$ cat config.mk
export PLATFORM = sky130hd
export DESIGN_NAME = eth_sat_counter
export DESIGN_NICKNAME = d
export VERILOG_FILES = /design/src/rtl/eth_sat_counter.sv
export SDC_FILE = /design/constraint.sdc
export NUM_CORES = 1
export LEC_CHECK = 0
export CORE_UTILIZATION = 55
export CTS_CLUSTER_SIZE = 14
export DETAILED_ROUTE_END_ITERATION = 7
export GPL_ROUTABILITY_DRIVEN = 1
export PLACE_DENSITY = 0.94
export SLEW_MARGIN = 20
export SYNTH_ARGS = -nofsm -noshare
export SYNTH_HDL_FRONTEND = slang
export SYNTH_SLANG_ARGS = --single-unit
$ cat constraint.sdc
create_clock -name clk -period 5.35 [get_ports clk]
set_clock_uncertainty 0.1 [all_clocks]
set_input_delay 1.07 -clock clk [delete_from_list [all_inputs] [get_ports clk]]
set_output_delay 1.07 -clock clk [all_outputs]
set_load 0.02 [all_outputs]
$ cat src/rtl/eth_sat_counter.sv
// eth_sat_counter: saturating up-counter with variable increment and synchronous clear.
module eth_sat_counter #(
  parameter int W = 32,
  parameter int INC_W = 1
) (
  input  logic             clk,
  input  logic             rst_n,
  input  logic             clr,
  input  logic             en,
  input  logic [INC_W-1:0] inc,
  output logic [W-1:0]     cnt
);
  logic [W-1:0] base;
  logic [W:0]   sum;
  // Clear takes effect first so a same-cycle event still counts.
  always_comb begin
    base = clr ? '0 : cnt;
    sum = {1'b0, base} + (W+1)'(inc);
  end
  always_ff @(posedge clk or negedge rst_n)
    if (!rst_n) cnt <= '0;
    else if (clr || en) cnt <= !en ? '0 : sum[W] ? '1 : sum[W-1:0];
endmodule

==> impl_metrics.env <==
export IMPL_status="complete, no violations"
export IMPL_power_density_nw_per_um2=182.9
export IMPL_final_setup_tns_ns=0
export IMPL_reg2regPathDepth=7
export IMPL_dr_total_vias=1560
export IMPL_min_path_cells=1
export IMPL_crit_chain="clkdlybuf4s50_1 -> nor2b_1 -> ha_1 -> and4b_1 -> nand2_1 -> nor4_1 -> nand2_1 -> o21ai_0"
export IMPL_grt_overflow=0
export IMPL_cts_buffers=5
export IMPL_synth_xor_area_share_pct=10.82
export IMPL_worstSetupEndpointType="flop"
export IMPL_syn_inst=195
export IMPL_path_class="input pin to flop"
export IMPL_cts_sinks=32
export IMPL_ios=37
export IMPL_max_cap_viol_count=0
export IMPL_drc_errors=0
export IMPL_r2r_end="cnt[16]$_DFFE_PN0P_"
export IMPL_grt_pass1_wl_um=6713
export IMPL_ys_flop_type="dfrtp_1"
export IMPL_required_ns=5.49
export IMPL_placed_cells=268
export IMPL_hold_path_class="flop to flop"
export IMPL_fmax_mhz=264.6
export IMPL_p_leak_nw=1.002
export IMPL_worst_path_buf_inv=1
export IMPL_setup_violations=0
export IMPL_slowest_delay_ns=0.62
export IMPL_synth_distinct_cells=38
export IMPL_syn_num_nets=202
export IMPL_syn_area_um2=1862
export IMPL_reg_largest_list="cnt: 32 flops"
export IMPL_worstReg2RegStart="cnt[0]$_DFFE_PN0P_"
export IMPL_rsz0062_at_grt="no"
export IMPL_stdcell_count=275
export IMPL_synthArstFlopShare_pct=100.0
export IMPL_syn_avg_cell_area_um2=9.548
export IMPL_final_common_cell="clkdlybuf4s50_1"
export IMPL_critPathTopFamily="simple AND/OR/NAND/NOR gates"
export IMPL_cts_tree="yes"
export IMPL_clk_pin_slew_worst_paths_ns=0.10
export IMPL_yosys_area_share_adder_pct=1.344
export IMPL_grt_pass1_vias=1488
export IMPL_die_area_um2=3622
export IMPL_arrival_ns=3.92
export IMPL_layout_common_cells="clkdlybuf4s50_1 (36), dfrtp_1 (32), nand2_1 (24)"
export IMPL_wire_per_inst_um=14.40
export IMPL_cts_buffer_depth=2
export IMPL_tightestPinTransition_ns=0.6289
export IMPL_cpMostUsedCell="nand2_1"
export IMPL_routed_via_density=5.673
export IMPL_synth_edf_count=0
export IMPL_r2r_setup_slack_ns=2.66
export IMPL_start_util_pct=59.52
export IMPL_final_nets=238
export IMPL_ctsHoldBuffers=0
export IMPL_vdd_ir_drop_max_mv=0.1434
export IMPL_dr_pass1_iters=4
export IMPL_finalWeightedCongestion=0.7883
export IMPL_muxShareOfSynthArea_pct=0.5376
export IMPL_cts_root_buf="clkbuf_4"
export IMPL_yosys_warnings=0
export IMPL_routed_wl_um=3959
export IMPL_yosysSeqAreaShare_pct=43.01
export IMPL_hold_viol_final=0
export IMPL_yosys_area_share_simple_pct=30.91
export IMPL_dp_hpwl_um=2810
export IMPL_slew_headroom_pct=58.07
export IMPL_h_tree_depth=2
export IMPL_cp_depth=8
export IMPL_layout_setup_ws_ns=1.570
export IMPL_grt_usage_pct=25.24
export IMPL_num_antenna_cells=0
export IMPL_cp_slowest_cell="clkdlybuf4s50_1"
export IMPL_clock_latency_ns=0.33
export IMPL_area_delta_synth_final_pct=23.99
export IMPL_grt_max_degree=33
export IMPL_largest_reg_flops=32
export IMPL_die_y_um=60.18
export IMPL_endpoint="cnt[16]$_DFFE_PN0P_"
export IMPL_numPortBuffers=36
export IMPL_drtIter0Drc=42
export IMPL_slew_viol_final=0
export IMPL_path_max_fanout=21
export IMPL_ant_nets=0
export IMPL_cp_start_kind="input pin"
export IMPL_synth_compound_area_share_pct=9.140
export IMPL_dp_slack_ns=1.226
export IMPL_core_area_um2=3128
export IMPL_die_x_um=60.18
export IMPL_cts_repair_resize_count=0
export IMPL_antenna_found_initial=0
export IMPL_period_minus_slack_ns=3.780
export IMPL_row_count=20
export IMPL_drive_gt1_share_pct=8.658
export IMPL_nFillCells=234
export IMPL_top_register="cnt"
export IMPL_critPathLaunch="clr"
export IMPL_postCtsSetupRepairBufs=0
export IMPL_synth_top_family_by_area="simple AND/OR/NAND/NOR gates"
export IMPL_final_period_utilization_pct=70.65
export IMPL_synth_seq_cells=32
cell families after synthesis:
| group | after synthesis |
|---|---|
| adder cells (fa/ha/maj) | 2 |
| buffers and inverters | 17 |
| AND/OR/NAND/NOR | 94 |
| multiplexers | 1 |
| XOR/XNOR | 23 |
| flip-flops | 32 |
| AO/OA/AOI/OAI | 26 |
per-layer routing:
layer | part of all wire (%) | track usage [%] | wire length (um) | vias to the layer above
met3 | 3.9 | 6.494 | 154 | 11
met2 | 48 | 40.97 | 1892 | 40
met1 | 46 | 31.59 | 1824 | 744
met5 | 0 | 0 | 0 | -
met4 | 2.2 | 10.63 | 87 | 0
li1 | - | - | - | 765
area by class of cell:
class / instances / area [um2] / area share (%)
clock buffer: 7 / 65.06 / 2.818
inverter: 8 / 30.03 / 1.301
multi-input combinational: 146 / 982.2 / 42.55
sequential: 32 / 800.8 / 34.69
tap: 44 / 55.05 / 2.385
timing repair buffer: 38 / 375.4 / 16.26
metrics by stage:
stage | utilization (%) | hold slack (ns) | cell area [um2] | total power, mW
global placement | 71.72 | 0.4395 | 2243 | 0.2729
finish | 73.80 | 0.4663 | 2308 | 0.4221
floorplan | - | 0.5338 | 1862 | 0.2589
global route | 73.80 | 0.5057 | 2308 | 0.4413
detailed placement | 71.72 | 0.4532 | 2243 | 0.2732
CTS | 73.80 | 0.4652 | 2308 | 0.4260
Yosys cell counts, types with 2 or more instances:
master    count  area [um2]
nand3_1      11       55.05
and3_1        3       18.77
a31oi_1       2       12.51
nor2b_1      11       68.82
nand2b_1      2       12.51
nor2_1       10       37.54
and4_1        3       26.28
xor2_1        3       26.28
nor4_1        5       31.28
and4b_1       4       40.04
xnor2_1      20       175.2
o21ai_2       4       35.03
nand2_1      24       90.09
buf_6         2       22.52
inv_1         8       30.03
nand4_1       2       12.51
nor4_2        3       37.54
a21oi_1       4       20.02
nor3_1        7       35.03
or3_1         2       12.51
ha_1          2       25.02
a41oi_1       2       17.52
clkbuf_1      6       22.52
o21ai_0      10       50.05
dfrtp_1      32       800.8
how the worst min path moves through the flow:
stage | start | to | slack, ns
6_report | cnt[22]$_DFFE_PN0P_ | cnt[23]$_DFFE_PN0P_ | 0.47
5_1_grt | cnt[22]$_DFFE_PN0P_ | cnt[23]$_DFFE_PN0P_ | 0.51
4_1_cts | cnt[22]$_DFFE_PN0P_ | cnt[23]$_DFFE_PN0P_ | 0.47
3_5_place_dp | cnt[22]$_DFFE_PN0P_ | cnt[23]$_DFFE_PN0P_ | 0.45
3_3_place_gp | cnt[31]$_DFFE_PN0P_ | cnt[31]$_DFFE_PN0P_ | 0.44
2_1_floorplan | cnt[31]$_DFFE_PN0P_ | cnt[31]$_DFFE_PN0P_ | 0.53
worst register-to-register path, delay by kind of cell, from the launching register on:
family | cells | cell delay, ns
fa+ha+maj | 1 | 0.21
simple gates | 5 | 1.71
compound gates | 1 | 0.23
flops | 1 | 0.36
power by group:
group          switching, mW  internal, mW
Clock                 0.0793        0.0745
Combinational         0.0149       0.00923
Sequential           0.00107         0.243
Note: power is estimated with default switching activity, not from simulation.
